===== config.mk =====
export PLATFORM = sky130hd
export DESIGN_NAME = hex_scan_ctrl
export DESIGN_NICKNAME = d
export VERILOG_FILES = /design/src/rtl/hex_disp_pkg.sv /design/src/rtl/hex_seg_decode.sv /design/src/rtl/hex_scan_ctrl.sv
export SDC_FILE = /design/constraint.sdc
export NUM_CORES = 1
export LEC_CHECK = 0
export ABC_CLOCK_PERIOD_IN_PS = 4500
export CORE_UTILIZATION = 53
export CTS_BUF_LIST = sky130_fd_sc_hd__clkbuf_16
export CTS_CLUSTER_SIZE = 12
export DETAILED_ROUTE_END_ITERATION = 8
export PLACE_DENSITY = 0.74
export SYNTH_ARGS = -nofsm -noshare
export SYNTH_HDL_FRONTEND = slang
export SYNTH_SLANG_ARGS = --single-unit

===== constraint.sdc =====
create_clock -name clk -period 4.5 [get_ports clk]
set_input_delay 0.9 -clock clk [delete_from_list [all_inputs] [get_ports clk]]
set_output_delay 0.9 -clock clk [all_outputs]
set_load 0.005 [all_outputs]

===== src/rtl/hex_disp_pkg.sv =====
// Shared types and constants for the multiplexed seven-segment display logic.
package hex_disp_pkg;

  // Scan controller states.
  typedef enum logic [1:0] {
    ST_IDLE = 2'd0,
    ST_GAP  = 2'd1,
    ST_SHOW = 2'd2
  } scan_state_e;

  // All segments dark (active-low outputs).
  localparam logic [6:0] SEG_OFF = 7'h7F;

  // Active-low hex glyphs, bit order {g,f,e,d,c,b,a}; entry 15 is the MSB slice.
  localparam logic [15:0][6:0] GLYPH_TBL = {
    7'h0E, 7'h06, 7'h21, 7'h46,   // F E d C
    7'h03, 7'h08, 7'h10, 7'h00,   // b A 9 8
    7'h78, 7'h02, 7'h12, 7'h19,   // 7 6 5 4
    7'h30, 7'h24, 7'h79, 7'h40    // 3 2 1 0
  };

endpackage


===== src/rtl/hex_seg_decode.sv =====
// Combinational hex nibble to active-low seven-segment glyph lookup.
module hex_seg_decode
  import hex_disp_pkg::*;
(
  input  logic [3:0] nib,
  output logic [6:0] seg_n
);

  assign seg_n = GLYPH_TBL[nib];

endmodule


===== src/rtl/hex_scan_ctrl.sv =====
// Time-multiplexed scan controller for an N-digit common-anode display.
// A one-deep shadow register takes loads at any time; it is committed to the
// displayed value only at frame boundaries so a frame never mixes values.
module hex_scan_ctrl
  import hex_disp_pkg::*;
#(
  parameter int DIGITS   = 4,
  parameter int DWELL    = 50000,
  parameter int GAP      = 2,
  parameter int BLANK_LZ = 1
) (
  input  logic                  clk,
  input  logic                  rst_n,
  input  logic                  load_valid,
  output logic                  load_ready,
  input  logic [4*DIGITS-1:0]   load_data,
  input  logic                  blank_en,
  output logic [6:0]            seg_n,
  output logic [DIGITS-1:0]     dig_n,
  output logic                  frame_done
);

  // One counter serves both the gap and the dwell phases.
  localparam int CNT_MAX = (DWELL > GAP) ? DWELL : GAP;
  localparam int CNT_W   = $clog2(CNT_MAX);
  localparam int IDX_W   = (DIGITS > 1) ? $clog2(DIGITS) : 1;

  localparam logic [CNT_W-1:0]  DWELL_LAST = CNT_W'(DWELL - 1);
  localparam logic [CNT_W-1:0]  GAP_LAST   = CNT_W'(GAP - 1);
  localparam logic [IDX_W-1:0]  IDX_LAST   = IDX_W'(DIGITS - 1);
  localparam logic [DIGITS-1:0] DIG_ONE    = DIGITS'(1);

  scan_state_e          state_q, state_d;
  logic [IDX_W-1:0]     idx_q, idx_d;
  logic [CNT_W-1:0]     cnt_q, cnt_d;
  logic [4*DIGITS-1:0]  disp_q, disp_d;
  logic [4*DIGITS-1:0]  pend_q, pend_d;
  logic                 pend_vld_q, pend_vld_d;
  logic [6:0]           seg_n_q, seg_n_d;
  logic [DIGITS-1:0]    dig_n_q, dig_n_d;
  logic                 frame_done_q, frame_done_d;

  logic                 commit;
  logic                 accept;
  logic [3:0]           nib_d [DIGITS];
  logic [DIGITS:0]      zero_above;
  logic [3:0]           cur_nib;
  logic [6:0]           dec_seg;
  logic                 lz_blank;

  // State, counters, value registers and registered outputs.
  always_ff @(posedge clk or negedge rst_n) begin
    if (!rst_n) begin
      state_q      <= ST_IDLE;
      idx_q        <= '0;
      cnt_q        <= '0;
      disp_q       <= '0;
      pend_q       <= '0;
      pend_vld_q   <= 1'b0;
      seg_n_q      <= SEG_OFF;
      dig_n_q      <= '1;
      frame_done_q <= 1'b0;
    end else begin
      state_q      <= state_d;
      idx_q        <= idx_d;
      cnt_q        <= cnt_d;
      disp_q       <= disp_d;
      pend_q       <= pend_d;
      pend_vld_q   <= pend_vld_d;
      seg_n_q      <= seg_n_d;
      dig_n_q      <= dig_n_d;
      frame_done_q <= frame_done_d;
    end
  end

  // Next-state logic: sequence GAP/SHOW per digit and pick commit points.
  always_comb begin
    state_d = state_q;
    idx_d   = idx_q;
    cnt_d   = cnt_q;
    commit  = 1'b0;
    case (state_q)
      ST_IDLE: begin
        if (pend_vld_q) begin
          commit  = 1'b1;
          idx_d   = '0;
          cnt_d   = '0;
          state_d = ST_GAP;
        end
      end
      ST_GAP: begin
        if (cnt_q == GAP_LAST) begin
          cnt_d   = '0;
          state_d = ST_SHOW;
        end else begin
          cnt_d = cnt_q + 1'b1;
        end
      end
      ST_SHOW: begin
        if (cnt_q == DWELL_LAST) begin
          cnt_d   = '0;
          state_d = ST_GAP;
          if (idx_q == IDX_LAST) begin
            idx_d  = '0;
            commit = pend_vld_q;
          end else begin
            idx_d = idx_q + 1'b1;
          end
        end else begin
          cnt_d = cnt_q + 1'b1;
        end
      end
      default: state_d = ST_IDLE;
    endcase
  end

  // Shadow-register handshake; accept and commit can never coincide because
  // accept needs pend_vld low and commit needs it high.
  always_comb begin
    accept     = load_valid && !pend_vld_q;
    pend_d     = accept ? load_data : pend_q;
    disp_d     = commit ? pend_q : disp_q;
    pend_vld_d = pend_vld_q;
    if (accept) begin
      pend_vld_d = 1'b1;
    end else if (commit) begin
      pend_vld_d = 1'b0;
    end
  end

  // Outputs are computed from next-state values so they change on the same
  // edge as the state/index they reflect. zero_above[i] is set when nibble i
  // and every higher nibble are zero.
  assign zero_above[DIGITS] = 1'b1;
  for (genvar gi = 0; gi < DIGITS; gi++) begin : g_nib
    assign nib_d[gi]      = disp_d[4*gi +: 4];
    assign zero_above[gi] = zero_above[gi+1] & (nib_d[gi] == 4'h0);
  end

  assign cur_nib  = nib_d[idx_d];
  assign lz_blank = (BLANK_LZ != 0) && (idx_d != '0) && zero_above[idx_d];

  hex_seg_decode u_dec (
    .nib   (cur_nib),
    .seg_n (dec_seg)
  );

  // Output decode: light one digit in SHOW unless the display is forced dark.
  always_comb begin
    seg_n_d      = SEG_OFF;
    dig_n_d      = '1;
    frame_done_d = (state_d == ST_SHOW) && (cnt_d == DWELL_LAST) && (idx_d == IDX_LAST);
    if ((state_d == ST_SHOW) && !blank_en) begin
      dig_n_d = ~(DIG_ONE << idx_d);
      seg_n_d = lz_blank ? SEG_OFF : dec_seg;
    end
  end

  assign load_ready = !pend_vld_q;
  assign seg_n      = seg_n_q;
  assign dig_n      = dig_n_q;
  assign frame_done = frame_done_q;

endmodule


* Word-level counts from Yosys, hierarchy flattened
Memories as Yosys holds them, arrays and structs flattened. Cells that the tools add are included.
Word-level totals: flip-flop bits (word level) 65, bits in latches 0, RAM bits 0, memory bits (read-only) 112, input bits 20, output and inout bits 13, word-level logic and storage cells 71, memories 1
Cells by class: add/sub/neg operators 2, multiply operators 0, div/mod/pow operators 0, order comparisons 3, equality and inequality tests 8, shift operators 1, multiplexer cells 28, bitwise logic cells 5, reductions and logical operators 14
Memory list:
- (no name shown) | depth 16, width 7, read ports 1, clocked after memory_dff 0, wr ports 0, line hex_seg_decode.sv:9 | assign seg_n = GLYPH_TBL[nib];
Operators by type and width (number):
- 16-bit two-way mux | 4
- 16-bit one-hot mux with 3 select lines | 1
- 16-bit == test (second input constant) | 2
- 7-bit two-way mux | 3
- 16-bit by 1-bit adder with 16-bit output (second input constant) | 1
- 16-bit by 1-bit == test with 1-bit output (second input constant) | 1
- 4-bit logical NOT | 4
- 2-bit two-way mux | 6
- 4-bit two-way mux | 3
- 4-bit binary-select mux with 2-bit select | 1
- 2-bit == test (second input constant) | 4
- 1-bit two-way mux | 6
- 2-bit one-hot mux with 3 select lines | 1
- 1-bit logical AND | 5
- 4-bit by 5-bit less-than comparator with 1-bit output (second input constant) | 1
- 2-bit by 4-bit less-than comparator with 1-bit output (second input constant) | 1
- 4-bit NOT | 1
- 2-bit one-hot mux with 2 select lines | 1
- 2-bit nonzero test | 2
- 1-bit by 2-bit left shift with 4-bit output (first input constant) | 1
- 1-bit bitwise AND | 3
- 3-bit >= comparator (second input constant) | 1
- 2-bit NOT with 3-bit output | 1
- 2-bit by 1-bit adder with 2-bit output (second input constant) | 1
- other kinds (5) | 6

* Depth between registers and ports, before layout
word-level depth 14, gate-level depth with buffers 16, depth with buffers taken out 14

* Hierarchy
From an unflattened synthesis, not the netlist that was laid out.
Unflattened totals: cells, all modules 324, area, all modules 3548.4 um^2
Modules (own cells, without submodules):
- hex_scan_ctrl | times used 1, cells an instance 289, area each 3281.9 um^2, sequential area each 1640.3 um^2
- hex_seg_decode | times used 1, cells an instance 35, area each 266.5 um^2, sequential area each 0.0 um^2

* Worst setup path before layout
No wires, ideal clock.
path kind register to register, start register cnt_q[13], end register seg_n_q[0] (netlist: seg_n[0]), library setup time 0.097 ns, data arrival time 3.909 ns, required time 4.403 ns, setup slack 0.494 ns, stages on the path, launching flop included 15, buffers on the path 3, clock period less this slack 4.006 ns, path through dfrtp_1 or4_4 nor4_4 a31oi_1 buf_6 buf_8 mux2_4 mux2_4 mux2i_4 ha_1 clkbuf_1 mux2i_1 a311oi_1 a21oi_1 o41ai_2
Between the ends: elaborated cells between the ends (all ways) 31, those cells by class 3 x eq/ne; 16 x mux; 4 x bitwise; 7 x reduce/logical; 1 x memory
RTL lines:
- from (decl) | line hex_scan_ctrl.sv:35 | logic [CNT_W-1:0] cnt_q, cnt_d;
- from (signal assigned) | line hex_scan_ctrl.sv:66 | cnt_q <= cnt_d;
- 16-bit == test * | line hex_scan_ctrl.sv:100 | if (cnt_q == DWELL_LAST) begin
- 1-bit two-way mux * | line hex_scan_ctrl.sv:100
- 1-bit one-hot mux with 2 select lines * | line hex_scan_ctrl.sv:82 | case (state_q)
- 16-bit two-way mux * | line hex_scan_ctrl.sv:122 | disp_d = commit ? pend_q : disp_q;
- named net disp_d[1] | line hex_scan_ctrl.sv:36 | logic [4*DIGITS-1:0] disp_q, disp_d;
- 4-bit binary-select mux with 2-bit select / 4-bit logical NOT (equally long branches) | line hex_scan_ctrl.sv:140, hex_scan_ctrl.sv:137
- 4-bit two-way mux (not written as such) / 1-bit bitwise AND (equally long branches) | line hex_scan_ctrl.sv:140, hex_scan_ctrl.sv:137
- 4-bit two-way mux (not written as such) / 1-bit binary-select mux with 2-bit select (equally long branches) | line hex_scan_ctrl.sv:140, hex_scan_ctrl.sv:141
- memory read 16 x 7 bit / 1-bit two-way mux (equally long branches)
- 7-bit two-way mux (not written as such) / 1-bit logical AND (equally long branches) | line hex_seg_decode.sv:9, hex_scan_ctrl.sv:141
- 7-bit two-way mux * | line hex_scan_ctrl.sv:155 | seg_n_d = lz_blank ? SEG_OFF : dec_seg;
- 7-bit two-way mux * | line hex_scan_ctrl.sv:153 | if ((state_d == ST_SHOW) && !blank_en) begin
- named net seg_n_d[0] | line hex_scan_ctrl.sv:39 | logic [6:0] seg_n_q, seg_n_d;
- to (signal assigned) | line hex_scan_ctrl.sv:70 | seg_n_q <= seg_n_d;
- to (decl) | line hex_scan_ctrl.sv:39
Mark *: on every way through the listed nets, which the timed path passes. The rest lies on a longest branch. The select of a mux whose other input is x is not followed. A chain may end at the register's enable or synchronous reset.

* Worst setup path after layout
start register cnt_q[13], end register seg_n_q[0] (netlist: seg_n[0])
Between the ends: word-level cells in the longest chain between the ends 13, elaborated cells between the ends (all ways) 31, those cells by class 3 x eq/ne; 16 x mux; 4 x bitwise; 7 x reduce/logical; 1 x memory
RTL lines (line):
- branches (longest 12 deep; another with memory read 16 x 7 bit)
- 7-bit two-way mux * | hex_scan_ctrl.sv:153
- named net seg_n_d[0] | hex_scan_ctrl.sv:39
Mark *: on every way through the listed nets, which the timed path passes. The select of a mux whose other input is x is not followed.

==> results.md <==
- The flip-flop and latch count after synthesis is 65.
- After detailed routing, the number of remaining DRC violations is 0.
- The period utilization is 91.76%.
- After the last flow step, the layout net total stands at 378.
- The startpoint of the lowest-slack hold path is pend_q[12].
- TritonCTS created 9 clock buffers.
- The worst-case clock skew is 6.995 ps.
- The first global-routing pass estimated 12.45 mm of wire.
- The clock passes through at most 2 buffers.
- Cells fill 64.63% of the core in the end.
- The type of the setup path with the least slack is reg2reg.
- The instance count of the mapped netlist is 314.
- The initialized floorplan defines 30 standard-cell rows.
- Timing analysis after detailed placement gives a worst setup slack of 413.7 ps.
- Once the floorplan was initialized, standard cells occupied 54.50% of the core.
- The critical path required time is 4730 ps.
- The congestion estimate from routability-driven global placement came to 0.9271.
- STA classifies the critical path endpoint as a register.
- The type of the tightest min-delay check is reg2reg.
- After legalization and detailed placement, the total HPWL measured 5.218 mm.
- The count of nets left with antenna violations after detail routing is 0.
- Net switching is 37.38% of the power.
- The net count of the mapped netlist is 342.
- The average instance in the mapped netlist occupies 11.73 sq um.
- The final setup TNS is 0 ps.
- The cell at the root of the clock tree is clkbuf_16.
- Global routing used 22.43% of the available tracks across all layers.
- The final global-route overflow total is 0.
- Summed over all nets, the switching power comes to 1.152 mW.
- The width of the chip is 85.35 microns.
- The leakage power figure is 1.816 nW.
- In the routed layout, each cell is associated on average with a via count of 5.931.
- The startpoint identified for the worst register-to-register timing path is cnt_q[13].
- For the worst setup path, the data arrival time is 4360 ps.
- Setup repair after global routing left no endpoint under its margin.
- The internal power of the cells totals 1.930 mW.
- The core region is 6756 sq um.
- The number of sinks driven by the clock tree is 65.
- The post-CTS resize count is 0.
- The startpoint of the most critical setup path is cnt_q[13].
- The largest net degree at the start of global routing is 36.
- In the layout the commonest cells are dfrtp_1 (54), clkdlybuf4s50_1 (31), nand2_1 (22), mux2_2 (22), o21ai_0 (16).
- The clock latency of the later-clocked register in the worst-skew pair is 330 ps.
- Max-cap violations in this run came to 0.
- Static timing analysis puts the maximum clock frequency at 0.2422 GHz.
- The chip height is 85.35 microns.
- The number of antenna violations at the first check in global routing is 0.
- Leaving out fill and tap cells, the most frequent cell in the layout is dfrtp_1.
- Dividing the detail-routed wire length by the instance count gives 16.51 microns.
- The fraction of synthesis flops using an asynchronous set or reset pin is 100.0%.
- The flow ran to the end, and the final reports show no timing, DRC or antenna violations.
- Synthesis instantiated 67 different standard cells from the library.
- The H-tree depth is 3.
- For this design the top-level I/O count stands at 33.
- In this run, flip-flops and latches consume 30.4% of the power.
- The die covers 7285 sq um.
- The TritonCTS clock tree is built.
- The number of setup buffers added after CTS is 0.
- The power density over cell area is 705.7 nW/um^2.
- Yosys printed 0 warnings.
- The fraction of final layout cells with drive strength greater than 1 is 26.48%.
- The number of iterations in the first detailed-routing pass is 4.
- The number of pins with negative max-slew slack in the final report is 0.
- Combinational logic is responsible for 46.2% of the overall power.
- The repair_antennas step left the layout with diodes totalling 0.
- Counting flops with a built-in enable in the synthesized netlist gives 0.
- The worst setup path is launched from a register.
- Buffers placed on the I/O ports in this run total 32.
- Summing every instance area after synthesis gives 3682 sq um.
- In this run the tightest slew margin relative to its limit is 25.71%.
- The clock network accounts for 23.4% of the total power.
- The worst vdd rail ir drop is 0.3374 mV.
- The count of final hold-check violations came to 0.
- The time the final worst path needs with I/O delays and setup is 4129 ps.
- The most used flip-flop cell after synthesis is dfrtp_1.
- The total of hold buffers inserted after clock tree synthesis is 0.
- The iteration-0 DRC count of the detailed router is 161.
- At the pin with the least slew margin, the transition time is 1114 ps.
- Compared with the post-synthesis result, the final layout area differs by 18.59%.
- The hold slack is 507.0 ps.
- For this block, the via count after detailed routing is 2,580.
- The clock-pin slew on the worst setup and hold paths is 60 ps.
- The number of global-route vias before repair was 2,507.
- Sequential cells were found to cover 44.55% of the synthesized design area.
- After detailed routing, the total wire length is 7.183 mm.
- Setup violations remaining at the end of the flow were counted as 0.
- Across all setup checks in the final design, the least slack found is 370.7 ps.
- The worst-path maximum fanout is 17.
==> worst paths after layout <==
kind	to	slack, ps	depth (start not counted)
worst min register to register	pend_q[12]	510	1
max in group asynchronous	dig_n[0]	2960	2
worst max-delay path	seg_n[0]	370	14
min in group asynchronous	cnt_q[12]	620	1
worst max register to register	seg_n[0]	370	14
worst min-delay path	pend_q[12]	510	1
==> registers in the layout, summed over array words and instances (netlist names) <==
register    count
disp_q         16
frame_done      1
state_q         2
idx_q           2
dig_n           4
pend_q         16
cnt_q          16
pend_vld_q      1
seg_n           7
==> metal layers <==
metal	track usage (%)	wire length, microns
met5	0	0
met4	8.636	108
met1	33.04	3556
met2	33.14	3232
met3	3.988	285
==> stage by stage <==
stage | power [mW] | std cells | instance area (sq um)
floorplan | 2.063 | 314 | 3682
global route | 3.285 | 435 | 4367
finish | 3.082 | 435 | 4367
detailed placement | 2.361 | 419 | 4054
CTS | 3.099 | 435 | 4367
global placement | 2.328 | 419 | 4054
==> worst max-delay path, stage by stage (launching register included) <==
cell      delay [ps]
dfrtp_1          420
or4_4            590
nor4_4           450
buf_4            230
nor2_2            60
a221oi_4         380
inv_6            160
mux2_2           320
mux2i_2          340
inv_1            110
ha_1             280
nor4_1           300
a31oi_1           80
a21oi_1          210
o41ai_2          100
==> Yosys cell counts (all sizes together), types with 3 or more instances <==
cell | instances | area [sq um]
dfrtp | 54 | 1351
mux2 | 28 | 330.3
mux2i | 27 | 406.6
nand2 | 22 | 82.58
inv | 19 | 78.83
o21ai | 19 | 95.09
nand3 | 13 | 65.06
dfstp | 11 | 289.0
nor3 | 11 | 55.05
nor4 | 10 | 92.59
nor2 | 9 | 36.29
buf | 8 | 77.57
ha | 8 | 100.1
and3 | 6 | 38.79
o41ai | 5 | 51.30
a21o | 4 | 30.03
a21oi | 4 | 20.02
clkbuf | 4 | 15.01
nand2b | 4 | 25.02
nand4 | 4 | 25.02
o22ai | 3 | 18.77
o31ai | 3 | 22.52
or4 | 3 | 26.27
xnor2 | 3 | 26.28
==> power by group through the flow <==
stage | combinational [mW] | clock (mW) | sequential (mW)
after detailed placement | 1.42 | 0 | 0.944
after global placement | 1.39 | 0 | 0.941
after global routing | 1.56 | 0.762 | 0.961
after floorplan | 1.16 | 0 | 0.903
after CTS | 1.42 | 0.735 | 0.940
final | 1.42 | 0.721 | 0.937
==> cell families after synthesis <==
| kind of cell | Yosys count | share of synthesized area (%) |
|---|---|---|
| multiplexers | 55 | 20.01 |
| flip-flops | 65 | 44.55 |
| AND/OR/NAND/NOR | 96 | 15.29 |
| AO/OA/AOI/OAI | 54 | 11.52 |
| buffers and inverters | 32 | 4.961 |
| adder cells (fa/ha/maj) | 8 | 2.718 |
| XOR/XNOR | 4 | 0.9516 |
==> final cells by class <==
class,count,area (sq um)
repair buffers,38,360.3
multi-input cells,217,1874
clock inverters,7,87.58
flip-flops and latches,65,1640
well taps,80,100.1
clock buffers,9,225.2
fillers,529,2390
inverters,19,78.83
Power figures use the tool's default switching activity.
